[config.mk]
export PLATFORM = sky130hd
export DESIGN_NAME = pico_axi_rdata_downsizer
export DESIGN_NICKNAME = d
export VERILOG_FILES = /design/src/rtl/pico_axi_rdata_downsizer_pkg.sv /design/src/rtl/pico_axi_reg_slice.sv /design/src/rtl/pico_axi_rdata_downsizer.sv
export SDC_FILE = /design/constraint.sdc
export NUM_CORES = 1
export LEC_CHECK = 0
export ABC_AREA = 1
export BUFFER_PORTS_ARGS = -buffer_cell sky130_fd_sc_hd__clkbuf_2
export CAP_MARGIN = 10
export CELL_PAD_IN_SITES_DETAIL_PLACEMENT = 0
export CELL_PAD_IN_SITES_GLOBAL_PLACEMENT = 1
export CORE_MARGIN = 2
export CORE_UTILIZATION = 38
export DETAILED_ROUTE_END_ITERATION = 8
export PLACE_DENSITY = 0.83
export SKIP_CTS_REPAIR_TIMING = 1
export SLEW_MARGIN = 20
export SYNTH_ARGS = -nofsm -noshare
export SYNTH_HDL_FRONTEND = slang
export SYNTH_HIERARCHICAL = 1
export SYNTH_SLANG_ARGS = --single-unit
[constraint.sdc]
create_clock -name aclk -period 3.1 [get_ports aclk]
set_input_delay 0.62 -clock aclk [delete_from_list [all_inputs] [get_ports aclk]]
set_output_delay 0.62 -clock aclk [all_outputs]
set_load 0.02 [all_outputs]
[src/rtl/pico_axi_rdata_downsizer_pkg.sv]
// Shared AXI definitions for the pico AXI upsizer/downsizer bridge pair.
package pico_axi_rdata_downsizer_pkg;

   localparam int unsigned AXI_RESP_W = 2;
   localparam int unsigned AXI_LEN_W  = 8;
   localparam int unsigned AXI_SIZE_W = 3;

   localparam logic [AXI_RESP_W-1:0] AXI_RESP_OKAY   = 2'b00;
   localparam logic [AXI_RESP_W-1:0] AXI_RESP_EXOKAY = 2'b01;
   localparam logic [AXI_RESP_W-1:0] AXI_RESP_SLVERR = 2'b10;
   localparam logic [AXI_RESP_W-1:0] AXI_RESP_DECERR = 2'b11;

   // Minimum result is 1 so a counter sized by it never collapses to zero width.
   function automatic int unsigned clog2(input int unsigned value);
      int unsigned res;
      res = 0;
      while ((32'd1 << res) < value) res++;
      return (res == 0) ? 1 : res;
   endfunction

endpackage

[src/rtl/pico_axi_reg_slice.sv]
// One-entry valid/ready register slice; accepts a new word in the same cycle the held one drains.
module pico_axi_reg_slice #(
   parameter int unsigned WIDTH = 8
) (
   input  logic             clk_i,
   input  logic             rst_ni,
   input  logic             valid_i,
   output logic             ready_o,
   input  logic [WIDTH-1:0] data_i,
   output logic             valid_o,
   input  logic             ready_i,
   output logic [WIDTH-1:0] data_o
);

   logic             valid_q, valid_d;
   logic [WIDTH-1:0] data_q, data_d;

   assign ready_o = ~valid_q | ready_i;
   assign valid_o = valid_q;
   assign data_o  = data_q;

   always_comb begin
      valid_d = valid_q;
      data_d  = data_q;
      if (valid_i && ready_o) begin
         valid_d = 1'b1;
         data_d  = data_i;
      end else if (valid_q && ready_i) begin
         valid_d = 1'b0;
      end
   end

   always_ff @(posedge clk_i or negedge rst_ni) begin
      if (!rst_ni) begin
         valid_q <= 1'b0;
         data_q  <= '0;
      end else begin
         valid_q <= valid_d;
         data_q  <= data_d;
      end
   end

endmodule

[src/rtl/pico_axi_rdata_downsizer.sv]
// Serializes wide R beats into UPSIZE_RATIO narrow beats (LSB slice first); B passes through a register slice.
module pico_axi_rdata_downsizer
   import pico_axi_rdata_downsizer_pkg::*;
#(
   parameter int unsigned C_AXI_ID_WIDTH         = 8,
   parameter int unsigned C_AXI_SLAVE_DATA_WIDTH = 128,
   parameter int unsigned UPSIZE_RATIO           = 2,
   parameter int unsigned LOG_UPSIZE_RATIO       = 1
) (
   input  logic                                           aclk,
   input  logic                                           aresetn,
   input  logic                                           m_axi_rvalid,
   output logic                                           m_axi_rready,
   input  logic [C_AXI_ID_WIDTH-1:0]                      m_axi_rid,
   input  logic [UPSIZE_RATIO*C_AXI_SLAVE_DATA_WIDTH-1:0] m_axi_rdata,
   input  logic [AXI_RESP_W-1:0]                          m_axi_rresp,
   input  logic                                           m_axi_rlast,
   output logic                                           s_axi_rvalid,
   input  logic                                           s_axi_rready,
   output logic [C_AXI_ID_WIDTH-1:0]                      s_axi_rid,
   output logic [C_AXI_SLAVE_DATA_WIDTH-1:0]              s_axi_rdata,
   output logic [AXI_RESP_W-1:0]                          s_axi_rresp,
   output logic                                           s_axi_rlast,
   input  logic                                           m_axi_bvalid,
   output logic                                           m_axi_bready,
   input  logic [C_AXI_ID_WIDTH-1:0]                      m_axi_bid,
   input  logic [AXI_RESP_W-1:0]                          m_axi_bresp,
   output logic                                           s_axi_bvalid,
   input  logic                                           s_axi_bready,
   output logic [C_AXI_ID_WIDTH-1:0]                      s_axi_bid,
   output logic [AXI_RESP_W-1:0]                          s_axi_bresp
);

   localparam int unsigned W = C_AXI_SLAVE_DATA_WIDTH;
   localparam int unsigned I = C_AXI_ID_WIDTH;

   generate
      if (UPSIZE_RATIO == 1) begin : g_pass
         logic unused_clk_rst;
         assign unused_clk_rst = aclk ^ aresetn;

         assign s_axi_rvalid = m_axi_rvalid;
         assign m_axi_rready = s_axi_rready;
         assign s_axi_rid    = m_axi_rid;
         assign s_axi_rdata  = m_axi_rdata;
         assign s_axi_rresp  = m_axi_rresp;
         assign s_axi_rlast  = m_axi_rlast;
         assign s_axi_bvalid = m_axi_bvalid;
         assign m_axi_bready = s_axi_bready;
         assign s_axi_bid    = m_axi_bid;
         assign s_axi_bresp  = m_axi_bresp;
      end else begin : g_ser
         localparam logic [LOG_UPSIZE_RATIO-1:0] LAST_SEL = LOG_UPSIZE_RATIO'(UPSIZE_RATIO - 1);

         logic                        hold_valid_q, hold_valid_d;
         logic [LOG_UPSIZE_RATIO-1:0] sel_q, sel_d;
         logic [UPSIZE_RATIO*W-1:0]   hold_data_q, hold_data_d;
         logic [I-1:0]                hold_id_q, hold_id_d;
         logic [AXI_RESP_W-1:0]       hold_resp_q, hold_resp_d;
         logic                        hold_last_q, hold_last_d;
         logic                        take_m, give_s, final_slice;

         assign final_slice  = (sel_q == LAST_SEL);
         assign give_s       = hold_valid_q & s_axi_rready;
         // Refill in the cycle the final slice leaves so wide beats stream without a bubble.
         assign m_axi_rready = ~hold_valid_q | (give_s & final_slice);
         assign take_m       = m_axi_rvalid & m_axi_rready;

         assign s_axi_rvalid = hold_valid_q;
         assign s_axi_rdata  = hold_data_q[sel_q*W +: W];
         assign s_axi_rid    = hold_id_q;
         assign s_axi_rresp  = hold_resp_q;
         assign s_axi_rlast  = hold_last_q & final_slice;

         always_comb begin
            hold_valid_d = hold_valid_q;
            sel_d        = sel_q;
            hold_data_d  = hold_data_q;
            hold_id_d    = hold_id_q;
            hold_resp_d  = hold_resp_q;
            hold_last_d  = hold_last_q;
            if (take_m) begin
               hold_valid_d = 1'b1;
               sel_d        = '0;
               hold_data_d  = m_axi_rdata;
               hold_id_d    = m_axi_rid;
               hold_resp_d  = m_axi_rresp;
               hold_last_d  = m_axi_rlast;
            end else if (give_s) begin
               if (final_slice) begin
                  hold_valid_d = 1'b0;
                  sel_d        = '0;
               end else begin
                  sel_d = sel_q + 1'b1;
               end
            end
         end

         always_ff @(posedge aclk or negedge aresetn) begin
            if (!aresetn) begin
               hold_valid_q <= 1'b0;
               sel_q        <= '0;
               hold_data_q  <= '0;
               hold_id_q    <= '0;
               hold_resp_q  <= '0;
               hold_last_q  <= 1'b0;
            end else begin
               hold_valid_q <= hold_valid_d;
               sel_q        <= sel_d;
               hold_data_q  <= hold_data_d;
               hold_id_q    <= hold_id_d;
               hold_resp_q  <= hold_resp_d;
               hold_last_q  <= hold_last_d;
            end
         end

         pico_axi_reg_slice #(
            .WIDTH(I + AXI_RESP_W)
         ) u_b_slice (
            .clk_i  (aclk),
            .rst_ni (aresetn),
            .valid_i(m_axi_bvalid),
            .ready_o(m_axi_bready),
            .data_i ({m_axi_bid, m_axi_bresp}),
            .valid_o(s_axi_bvalid),
            .ready_i(s_axi_bready),
            .data_o ({s_axi_bid, s_axi_bresp})
         );
      end
   endgenerate

endmodule

==> out/qor.csv <==
metric,value,unit
post-route-min-period,2944,ps
max_cap_viol_count,0,
first_global_vias,11730,
antenna_left,0,
setup_viol,0,
drt_wl_total,40.29,mm
grt_max_degree,133,
cts_root_buffer,clkbuf_16,
synth_area_leader_cell,dfrtp_1,
drc_errors,0,
synth_cells,1631,
syn_avg_cell_area,7.706,um^2
clock_latency,550,ps
drtPass1Iterations,7,
rsz0062_at_grt,false,
p_total,0.01752,W
max-slew-margin-rel,0.5263,
cp_data_arrival_time,2320,ps
nFillCells,3296,
die_h,185.9,um
critPathMaxFanout,66,
synth-edff-count,0,
num_vias,11880,
yosys-top-cells-count,"nand2_1 (942), dfrtp_1 (280), nand3_1 (279)",
min_period_over_period,0.9496,
initial_core_util,0.3863,
hp-class,in2reg,
yosys.area.top_type_share,0.5575,
fmax,0.3397,GHz
ys_ff_latch,280,
cts.reportedPaths.clkPinSlew,60,ps
antenna_found_initial,4,
tns,0,ps
ys.flop_type,dfrtp_1,
dpl.hpwl,27.60,mm
viasPerCell,4.820,
cellPowerDensity,1086,nW/um^2
core.rowCount,66,
grt_pass1_wl,63.23,mm
core,32540,um^2
grt_overflow,0,
wl_per_cell,16.34,um
port-buffer-count,435,
nets,2282,
syn-num-nets,1914,
placed_cells,2407,
worst_ep_required_time,2480,ps
area_growth,28.38,%
worstSetupPathType,reg2out,
finalNonFillerCells,2465,
htreeDepth,1,
grt_util_all_layers,0.2309,
io_pins,436,
p_leak,9.446,nW
dpl_cell_area,15070,um^2
numCtsBuffers,31,
ir_worst_vdd,0.5558,mV
die_area,34550,um^2
cts_tree,built,
holdWs,291.4,ps
synth_most_common_cell,nand2_1,
syn_area,12570,um^2
synth_warnings,6,
outcome,"complete, no violations",
die_width,185.9,um
ys_seq_area_frac,0.5575,
tightestPinTransition,710.5,ps
cp-end-kind,output port,
gp_congestion,0.8558,
hold_violations,0,
clockBufferDepth,3,
start_kind,flip-flop,
postSynth.asyncResetShare,1.000,
final_cell_area,16140,um^2
drive_above_1_share,0.2515,
finalClockSkew,6.811,ps
post_synth_num_cell_types,12,
clock-sinks,280,
synth_area_leaders,"dfrtp_1 (56%), nand2_1 (28%), nand3_1 (11%)",
drt_iter0_markers,856,
final_max_slew_viol_count,0,
## placed cells by master (no fill, tap or decap)
| cell | netlist | layout |
|---|---|---|
| clkinv_2 | 0 | 3 |
| buf_12 | 0 | 12 |
| nand2_1 | 942 | 942 |
| buf_4 | 10 | 7 |
| nand2_2 | 5 | 3 |
| clkbuf_16 | 0 | 31 |
| o211ai_1 | 1 | 1 |
| bufinv_16 | 0 | 5 |
| clkbuf_8 | 1 | 4 |
| clkinvlp_4 | 0 | 2 |
| diode_2 | 0 | 3 |
| inv_4 | 0 | 1 |
| clkbuf_1 | 48 | 7 |
| inv_1 | 4 | 3 |
| nand2_8 | 0 | 2 |
| buf_8 | 0 | 1 |
| dfrtp_4 | 0 | 1 |
| dfrtp_1 | 280 | 279 |
| clkinv_4 | 0 | 3 |
| clkbuf_2 | 0 | 433 |
| dlygate4sd3_1 | 0 | 1 |
| nand3_1 | 279 | 279 |
## critical path, cell delays in order, from the launching register on
cell and delay [ps]:
dfrtp_4 690, inv_4 370, buf_12 300, nand2_1 110
nand2_1 80, clkbuf_2 160
## path summary, 6_finish.rpt
check | startpoint | slack (ps) | endpoint | cells after the start
max | g_ser.final_slice | 160 | s_axi_rdata[14] | 5
min | m_axi_rdata[24] | 290 | g_ser.hold_data_q[24] | 3
max reg2reg | g_ser.final_slice | 800 | g_ser.hold_data_q[231] | 6
min reg2reg | g_ser.hold_data_q[0] | 470 | g_ser.hold_data_q[0] | 2
max in group asynchronous | aresetn | 1670 | g_ser.hold_data_q[115] | 4
min in group asynchronous | aresetn | 570 | g_ser.hold_data_q[178] | 2
## routing by layer
layer  wire length, um  track usage  up-vias
met1             16260       0.2946     5457
met3              3896      0.06731       70
met4              1043      0.06772        4
met2             19060       0.3808      501
li1                  -            -     5850
met5                27            0        -
## stage by stage
step           utilization  setup slack [ps]
2_1_floorplan            -              1182
3_3_place_gp        0.4631             744.9
3_5_place_dp        0.4631             719.7
4_1_cts             0.4954             114.4
5_1_grt             0.4958             6.063
6_report            0.4959             156.3
## area by class of cell
class	instances	area (um^2)	share of cell area
inverters	4	17.52	0.001086
clock buffers	41	843.3	0.05226
diodes	3	7.507	0.0004653
well taps	442	553.0	0.03427
clock inverters	13	206.4	0.01279
repair buffers	455	2499	0.1549
multi-input cells	1227	4999	0.3098
flip-flops and latches	280	7010	0.4345
## report_power, final
| part | switching, W | total [W] | internal, W |
|---|---|---|---|
| registers | 0.00103 | 0.00637 | 0.00533 |
| logic | 0.00502 | 0.00734 | 0.00232 |
| clock network | 0.00150 | 0.00382 | 0.00232 |
## state kept, by name (all words and copies together), names as in the netlist
name                     flops
g_ser.hold_data_q          256
s_axi_rvalid                 1
g_ser.u_b_slice/valid_o      1
g_ser.hold_last_q            1
g_ser.u_b_slice/data_o      10
s_axi_rid                    8
s_axi_rresp                  2
g_ser.final_slice            1
## cell families (layout without fill, tap and decap cells)
| family | Yosys count | in the layout | share of synthesized area |
|---|---|---|---|
| buf+inv | 124 | 513 | 0.04699 |
| compound gates | 1 | 1 | 0.0005975 |
| simple gates | 1226 | 1226 | 0.3949 |
| flops | 280 | 280 | 0.5575 |
| other cells | 0 | 3 | 0 |
No activity file was read; power rests on OpenSTA's default activity.
